===== src/rtl/instruction_fetch_unit.sv =====
// Instruction fetch unit: PC register, combinational imem port and a 2-entry
// {pc, inst} prefetch FIFO feeding decode over a valid/ready handshake.
//
// Decode handshake: if_valid is high whenever the FIFO holds an entry; the
// head entry (if_inst/if_pc/if_pc_plus4) is consumed on a cycle where
// if_valid & if_ready are both high, and it is held stable until then.
module instruction_fetch_unit #(
    parameter logic [31:0] RESET_PC = 32'h0000_0000
) (
    input  logic        clk,
    input  logic        rst,
    output logic [31:0] imem_addr,
    input  logic [31:0] imem_inst,
    input  logic        halt,
    input  logic        redirect_valid,
    input  logic [31:0] redirect_target,
    output logic        if_valid,
    input  logic        if_ready,
    output logic [31:0] if_inst,
    output logic [31:0] if_pc,
    output logic [31:0] if_pc_plus4,
    output logic        fault,
    output logic [15:0] fetch_count
);

    logic [31:0] pc_q, pc_d;
    logic [1:0]  occ_q, occ_d;
    logic        fault_q, fault_d;
    logic [15:0] cnt_q, cnt_d;
    logic [31:0] buf_pc_q [2];
    logic [31:0] buf_pc_d [2];
    logic [31:0] buf_inst_q [2];
    logic [31:0] buf_inst_d [2];

    logic pop;
    logic fetch;
    logic redirect_misaligned;

    assign if_valid    = (occ_q != 2'd0);
    assign if_inst     = buf_inst_q[0];
    assign if_pc       = buf_pc_q[0];
    assign if_pc_plus4 = buf_pc_q[0] + 32'd4;
    assign imem_addr   = pc_q;
    assign fault       = fault_q;
    assign fetch_count = cnt_q;

    assign pop   = if_valid & if_ready;
    // A pop frees a slot in the same cycle, so a full buffer can still fetch.
    assign fetch = ~halt & ~fault_q & ~redirect_valid & ((occ_q < 2'd2) | pop);
    assign redirect_misaligned = (redirect_target[1:0] != 2'b00);

    always_comb begin
        pc_d       = pc_q;
        occ_d      = occ_q;
        fault_d    = fault_q;
        cnt_d      = cnt_q;
        buf_pc_d   = buf_pc_q;
        buf_inst_d = buf_inst_q;

        if (redirect_valid) begin
            // Flush wins over any pop this cycle; the popped entry is simply dropped.
            occ_d = 2'd0;
            if (redirect_misaligned) begin
                fault_d = 1'b1;
            end else begin
                pc_d = redirect_target;
            end
        end else if (fetch) begin
            pc_d  = pc_q + 32'd4;
            cnt_d = cnt_q + 16'd1;
            if (pop) begin
                if (occ_q == 2'd2) begin
                    buf_pc_d[0]   = buf_pc_q[1];
                    buf_inst_d[0] = buf_inst_q[1];
                    buf_pc_d[1]   = pc_q;
                    buf_inst_d[1] = imem_inst;
                end else begin
                    buf_pc_d[0]   = pc_q;
                    buf_inst_d[0] = imem_inst;
                end
            end else begin
                buf_pc_d[occ_q[0]]   = pc_q;
                buf_inst_d[occ_q[0]] = imem_inst;
                occ_d                = occ_q + 2'd1;
            end
        end else if (pop) begin
            buf_pc_d[0]   = buf_pc_q[1];
            buf_inst_d[0] = buf_inst_q[1];
            occ_d         = occ_q - 2'd1;
        end
    end

    always_ff @(posedge clk) begin
        if (rst) begin
            pc_q          <= RESET_PC;
            occ_q         <= 2'd0;
            fault_q       <= 1'b0;
            cnt_q         <= 16'd0;
            buf_pc_q[0]   <= 32'd0;
            buf_pc_q[1]   <= 32'd0;
            buf_inst_q[0] <= 32'd0;
            buf_inst_q[1] <= 32'd0;
        end else begin
            pc_q          <= pc_d;
            occ_q         <= occ_d;
            fault_q       <= fault_d;
            cnt_q         <= cnt_d;
            buf_pc_q[0]   <= buf_pc_d[0];
            buf_pc_q[1]   <= buf_pc_d[1];
            buf_inst_q[0] <= buf_inst_d[0];
            buf_inst_q[1] <= buf_inst_d[1];
        end
    end

endmodule


===== config.mk =====
export PLATFORM = sky130hd
export DESIGN_NAME = instruction_fetch_unit
export DESIGN_NICKNAME = d
export VERILOG_FILES = /design/src/rtl/instruction_fetch_unit.sv
export SDC_FILE = /design/constraint.sdc
export NUM_CORES = 1
export LEC_CHECK = 0
export ABC_AREA = 1
export BUFFER_PORTS_ARGS = -buffer_cell sky130_fd_sc_hd__buf_4
export CORE_MARGIN = 1
export CORE_UTILIZATION = 50
export CTS_CLUSTER_DIAMETER = 150
export DETAILED_ROUTE_END_ITERATION = 8
export GPL_TIMING_DRIVEN = 0
export HOLD_SLACK_MARGIN = 0.1
export MAX_ROUTING_LAYER = met4
export PLACE_DENSITY = 0.77
export SKIP_CTS_REPAIR_TIMING = 1
export SYNTH_ARGS = -nofsm -noshare
export SYNTH_HDL_FRONTEND = slang
export SYNTH_SLANG_ARGS = --single-unit
export TNS_END_PERCENT = 100

===== constraint.sdc =====
create_clock -name clk -period 2.5 [get_ports clk]
set_input_delay 0.625 -clock clk [delete_from_list [all_inputs] [get_ports clk]]
set_output_delay 0.625 -clock clk [all_outputs]
set_load 0.005 [all_outputs]

==> out/metrics.yaml, run 1 <==
run_status:
  status: "finished with violations"
  failed_checks: "negative setup slack"
synthesis:
  synth_fp_nets: 1632
  synth-edff-count: 0
  ys_warn_count: 0
  ys_top_cells_by_count: "nand2_1, inv_1, dfxtp_1"
  ys_seq_area_share_pct: 35.3
  synth_xor_area_share_pct: 2.76
  ys_ff_latch: 179
  async_reset_ff_share_pct: 0
  syn_area_um2: 10100
  yosys.area_share.simple_pct: 26.0
  synth.area.mux_share_pct: 0
  synth_cell_types: 35
  synth-compound-area-share_pct: 18.3
  synth_cells: 1559
  synth_top_area_cell: "dfxtp_1"
  synthDominantCellAreaShare_pct: 35.3
  synth_adder_area_share_pct: 0.494
  yosysMostFrequentCell: "nand2_1"
  synth-main-ff-cell: "dfxtp_1"
  synthTopCellsByArea: "dfxtp_1, nand2_1, a21oi_1"
  syn_area_per_cell_um2: 6.50
  synth_top_family_by_area: "simple AND/OR/NAND/NOR gates"
power_and_ir_drop:
  pwr-share-seq_pct: 45.1
  p_switching_mw: 2.07
  power_frac_comb_pct: 16.8
  power_frac_clock_pct: 38.1
  vdd_drop_max_mv: 0.501
  p_sw_share_pct: 30.0
  internal_power_mw: 4.81
  power.density_nw_per_um2: 521
  leakage_nw: 5.95
routing:
  detail_route.vias_per_cell: 5.28
  drt.antenna.violating_nets: 0
  drt_iter0_markers: 1005
  drt_pass1_iterations: 5
  vias: 11000
  drt_wl_total_mm: 32.7
  drc: 0
  detail_route.wl_per_cell_um: 15.7
die:
  die-area_um2: 20900
  die_w_um: 144
  ios: 215
  core_um2: 19700
  die-height_um: 144
  initial_core_util_pct: 51.6
  fp-row-count: 51
clocking:
  numCtsBuffers: 17
  cts_buffer_depth: 2
  clk_latency_ns: 0.44
  clkTransAtPathRegs_ns: 0.07
  ctsHtreeMaxLevel: 4
  clkSinkCount: 179
  cts-root-buf: "clkbuf_16"
  cts_tree: "built"
setup_path:
  critPathKind: "flop to output pin"
  cp-end-kind: "output pin"
  critPathArrivalTime_ns: 1.98
  worstSetupStartpointType: "flop"
  regToRegStartpoint: "fault"
  worstPathRequired_ns: 1.88
  startpoint: "if_pc[3]"
  cp_max_fo: 5
timing:
  drv_slew: 0
  period_share_pct: 104
  hold_viol: 0
  rsz0062_at_grt: "yes"
  fin_worst_skew_ns: 0.00904
  period_needed_ns: 2.60
  slew_headroom_pct: 43.6
  worstMarginPinSlew_ns: 0.841
  setup_viol: 8
  hold_ws_ns: 0.458
  worst_slack_ns: -0.101
  fmax_ghz: 0.384
final_layout:
  drive_above_1_share_pct: 25.2
  final_core_utilization_pct: 67.1
  layout.nets: 1882
  diodes: 0
  area_delta_synth_final_pct: 30.1
worst_hold_path:
  worstHoldStart: "redirect_target[3]"
  hp-class: "input port to flop"
place:
  routabilityCongestion: 0.957
  io_buffers: 213
  hpwl_mm: 24.0
global_route:
  grt_pass1_wl_mm: 48.3
  grt_max_degree: 19
  antenna_found_initial: 0
  track_usage_pct: 30.8
  grt_pass1_vias: 9478
  grt_overflow: 0
job:
  maxCapViolCount: 0
metrics by stage:
stage / setup TNS [ns] / setup slack, ns / cells / power [mW] / cell area (um^2)
3_5_place_dp: -28.36 / -0.555 / 2037 / 4.25 / 12100
6_report: -0.402 / -0.101 / 2086 / 6.88 / 13200
5_1_grt: -1.32 / -0.158 / 2086 / 7.13 / 13200
3_3_place_gp: -25.60 / -0.505 / 2037 / 4.24 / 12100
4_1_cts: -7.90 / -0.535 / 2068 / 6.82 / 12600
2_1_floorplan: 0 / 0.0982 / 1559 / 3.73 / 10100
path summary, 6_finish.rpt:
kind | end | slack [ns] | depth (start not counted)
max | if_pc_plus4[26] | -0.10 | 8
min | imem_addr[3] | 0.46 | 3
max reg2reg | if_inst[23] | 0.21 | 12
min reg2reg | buf_pc_q[12] | 0.46 | 2
kinds of logic (layout without fill, tap and decap cells):
family | Yosys count | count (layout)
DFF | 179 | 179
xor gates and xnor gates | 32 | 32
and+or+nand+nor | 621 | 621
buffers and inverters | 355 | 617
AOI/OAI and AO/OA | 368 | 368
adders and majority gates | 4 | 4
critical path: stages, from the launching register on:
cell	delay (ns)
dfxtp_4	0.40
ha_4	0.16
nand2_4	0.06
nor2_4	0.17
inv_2	0.07
nor2_4	0.13
nand4_1	0.11
xor2_1	0.26
buf_4	0.16
state kept, by name, summed over array words and instances, names as in the netlist:
name,count
fault,1
imem_addr,32
fetch_count,16
buf_inst_q,32
buf_pc_q,32
if_inst,32
occ_q,2
if_pc,32
routing by layer:
| layer | global-route usage (%) | up-vias | wire [um] |
|---|---|---|---|
| li1 | - | 5477 | - |
| met1 | 42.2 | 4995 | 14400 |
| met2 | 46.8 | 489 | 15000 |
| met3 | 4.47 | 59 | 2570 |
| met4 | 8.81 | 0 | 726 |
| met5 | - | - | 0 |
layout make-up:
| type | instances | area [um^2] |
|---|---|---|
| fill | 1734 | 6460 |
| multi-input combinational | 1025 | 5160 |
| sequential | 179 | 3650 |
| timing repair buffer | 232 | 1760 |
| buffer | 155 | 985 |
| inverter | 199 | 747 |
| clock buffer | 17 | 425 |
| tap | 265 | 332 |
| clock inverter | 14 | 140 |
power groups by stage:
| stage | Clock, mW | Sequential [mW] | Combinational, mW |
|---|---|---|---|
| floorplan | 0 | 3.11 | 0.621 |
| CTS | 2.63 | 3.09 | 1.10 |
| global placement | 0 | 3.15 | 1.08 |
| global route | 2.75 | 3.11 | 1.26 |
| finish | 2.62 | 3.10 | 1.15 |
| detailed placement | 0 | 3.16 | 1.10 |
placed cells by master, fill, tap and decap left out, types with 9 or more instances in the layout:
cell / instances
a21oi_1: 172
buf_2: 27
buf_4: 300
buf_6: 15
clkbuf_1: 43
clkbuf_16: 17
dfxtp_1: 156
dfxtp_2: 9
dfxtp_4: 14
inv_1: 192
nand2_1: 301
nand3_1: 146
nand4_1: 11
nor2_1: 97
nor2_4: 10
nor3_1: 16
o21ai_0: 149
o21ai_1: 39
xor2_1: 28
Power figures use the tool's default switching activity.
==> inputs of run 2 (changes only) <==
--- a/config.mk
+++ b/config.mk
@@ -5,10 +5,9 @@
 export SDC_FILE = /design/constraint.sdc
 export NUM_CORES = 1
 export LEC_CHECK = 0
-export ABC_AREA = 1
-export BUFFER_PORTS_ARGS = -buffer_cell sky130_fd_sc_hd__buf_4
+export BUFFER_PORTS_ARGS = -buffer_cell sky130_fd_sc_hd__buf_2
 export CORE_MARGIN = 1
-export CORE_UTILIZATION = 50
+export CORE_UTILIZATION = 49
 export CTS_CLUSTER_DIAMETER = 150
 export DETAILED_ROUTE_END_ITERATION = 8
 export GPL_TIMING_DRIVEN = 0
==> out/metrics.yaml, run 2 <==
global_route:
  grt_pass1_vias: 7944  # -16%
  antenna_found_initial: 0  # unchanged
  grt_pass1_wl_mm: 40.8  # -15%
  grt_overflow: 0  # unchanged
  grt_max_degree: 17  # -2
  track_usage_pct: 28.8  # -2.0 points
synthesis:
  ys_ff_latch: 179  # unchanged
  synth_top_area_cell: "dfxtp_1"
  synth-main-ff-cell: "dfxtp_1"
  ys_warn_count: 0  # unchanged
  synthDominantCellAreaShare_pct: 40.1  # +4.8 points
  syn_area_per_cell_um2: 8.05  # +24%
  syn_area_um2: 8930  # -12%
  async_reset_ff_share_pct: 0  # unchanged
  synth_cells: 1109  # -29%
  ys_seq_area_share_pct: 40.1  # +4.8 points
  synth_cell_types: 59  # +69%
  synthTopCellsByArea: "dfxtp_1, a22oi_1, nand3_1"
  synth_fp_nets: 1182  # -28%
  ys_top_cells_by_count: "dfxtp_1, nand2_1, nand3_1"
  yosysMostFrequentCell: "dfxtp_1"
  synth-edff-count: 0  # unchanged
setup_path:
  regToRegStartpoint: "fault"
  crit_chain: "and4_1, nand4_1, buf_6, buf_4, nor3_4, nand3_1, xnor2_1, buf_2"
  cpMaxStageDelayCell: "dfxtp_4"
  crit_buf_inv: 3  # +1
  crit_family: "simple AND/OR/NAND/NOR gates"
  cp-end-kind: "output pin"
  reg2reg_slack_ns: 0.06  # -0.15 ns
  critPathArrivalTime_ns: 2.02  # +0.04 ns
  critPathKind: "flop to output pin"
  worst_path_largest_cell_delay_ns: 0.35  # -0.05 ns
  r2r-end: "if_inst[30]"
  r2r_cells: 11  # -1
  worstSetupStartpointType: "flop"
  cp_max_fo: 4  # -1
  worstPathRequired_ns: 1.88  # about the same
timing:
  rsz0062_at_grt: "yes"
  fmax_ghz: 0.378  # -1.7%
  setup_viol: 15  # +7
  worst_slack_ns: -0.146  # -0.0448 ns
  worstMarginPinSlew_ns: 0.799  # -0.0425 ns
  drv_slew: 0  # unchanged
  period_share_pct: 106  # +1.8 points
  slew_headroom_pct: 46.6  # +3.0 points
  period_needed_ns: 2.65  # +0.0448 ns
  hold_viol: 0  # unchanged
  fin_worst_skew_ns: 0.00608  # -0.00297 ns
final_layout:
  drive_above_1_share_pct: 31.0  # +5.8 points
  most-common-layout-cells: "buf_2, dfxtp_1, nand2_1"
  layout.nets: 1434  # -24%
  layout_commonest_cell: "buf_2"
  final_cells: 1602  # -23%
  area_delta_synth_final_pct: 26.5
power_and_ir_drop:
  power_frac_comb_pct: 14.1  # -2.7 points
  vdd_drop_max_mv: 0.438  # -13%
  power_frac_clock_pct: 39.5  # +1.4 points
  leakage_nw: 4.55  # -24%
  pwr-share-seq_pct: 46.3  # +1.2 points
  total_power_mw: 6.61  # -3.9%
  internal_power_mw: 4.83  # +0.48%
  p_switching_mw: 1.78  # -14%
  p_sw_share_pct: 26.9  # -3.2 points
  power.density_nw_per_um2: 585  # +12%
routing:
  drt_iter0_markers: 888  # -12%
  detail_route.wl_per_cell_um: 16.8  # +7.1%
  drt_pass1_iterations: 8  # +3
  detail_route.vias_per_cell: 5.68  # +7.5%
  drc: 0  # unchanged
  drt_wl_total_mm: 26.9  # -18%
  vias: 9099  # -17%
  drt.antenna.violating_nets: 0  # unchanged
die:
  die-area_um2: 18800  # -10%
  initial_core_util_pct: 49.9  # -1.7 points
  ios: 215  # unchanged
  die_w_um: 137  # -5.1%
  core_um2: 17900  # -8.9%
  fp-row-count: 49  # -3.9%
  die-height_um: 137  # -5.1%
clocking:
  numCtsBuffers: 17  # unchanged
  cts-root-buf: "clkbuf_16"
  cts_tree: "built"
  clk_latency_ns: 0.44  # about the same
  ctsHtreeMaxLevel: 4  # unchanged
  clkSinkCount: 179  # unchanged
  clkTransAtPathRegs_ns: 0.07  # about the same
  cts_buffer_depth: 2  # unchanged
job:
  maxCapViolCount: 0  # unchanged
worst_hold_path:
  hold_depth: 2  # -1
  min_to: "buf_pc_q[13]"
  hp-class: "flop to flop"
  worstHoldStart: "buf_pc_q[13]"
place:
  placed_cells: 1552  # -24%
  hpwl_mm: 19.3  # -20%
  routabilityCongestion: 0.963  # +0.53%
  io_buffers: 214  # +0.47%
run_status:
  status: "finished with violations"
  failed_checks: "negative setup slack"
[run 2: cells by family after synthesis]
| group | after synthesis | synth area share (%) |
|---|---|---|
| mux | 2 | 0.224 |
| fa+ha+maj | 4 | 0.560 |
| simple gates | 427 | 23.4 |
| flops | 179 | 40.1 |
| xor+xnor | 45 | 4.41 |
| buf+inv | 175 | 10.7 |
| compound gates | 277 | 20.6 |
[run 2: layout make-up]
class | count | area, um^2
fillers | 1576 | 6600
well taps | 229 | 287
multi-input cells | 756 | 4560
inverters | 10 | 37.5
clock inverters | 11 | 129
clock buffers | 19 | 433
plain buffers | 164 | 985
repair buffers | 233 | 1230
diodes | 1 | 2.50
flip-flops and latches | 179 | 3630
[run 2: through the flow]
| step | utilization [%] | setup TNS (ns) | setup slack (ns) | hold WS, ns | instance area, um^2 |
|---|---|---|---|---|---|
| after global routing | 63.1 | -3.04 | -0.262 | 0.450 | 11300 |
| after floorplan | - | 0 | 0.0259 | 0.432 | 8970 |
| after CTS | 60.8 | -10.81 | -0.589 | 0.447 | 10900 |
| after global placement | 57.7 | -23.79 | -0.383 | 0.437 | 10300 |
| after detailed placement | 57.7 | -26.95 | -0.451 | 0.443 | 10300 |
| final | 63.1 | -1.12 | -0.146 | 0.449 | 11300 |
[run 2: worst min-delay path, stage by stage, from the launching register on]
cell and delay [ns]:
dfxtp_1 0.31, nand2_1 0.05, a21oi_1 0.05
[run 2: worst max-delay path by stage]
| stage | slack (ns) | depth (start not counted) | from | to |
|---|---|---|---|---|
| after floorplan | 0.03 | 11 | redirect_valid | if_pc[16] |
| after global placement | -0.38 | 12 | redirect_valid | if_inst[27] |
| after detailed placement | -0.45 | 11 | redirect_valid | if_inst[25] |
| after CTS | -0.59 | 7 | if_pc[2] | if_pc_plus4[20] |
| after global routing | -0.26 | 8 | if_pc[12] | if_pc_plus4[27] |
| final | -0.15 | 8 | if_pc[12] | if_pc_plus4[27] |
[run 2: layer usage]
metal  vias to the layer above  track usage (%)  wire length [um]
li1                       4433                -                 -
met1                      4189             36.3             11300
met2                       405             44.1             12600
met3                        72             5.89              1970
met4                         0             13.2              1000
met5                         -                -                 0
[run 2: power groups by stage]
stage | Clock, mW | Combinational, mW | Sequential [mW]
6_report | 2.61 | 0.935 | 3.06
5_1_grt | 2.74 | 1.02 | 3.08
4_1_cts | 2.62 | 0.886 | 3.06
3_5_place_dp | 0 | 0.882 | 3.12
3_3_place_gp | 0 | 0.870 | 3.12
2_1_floorplan | 0 | 0.544 | 3.09
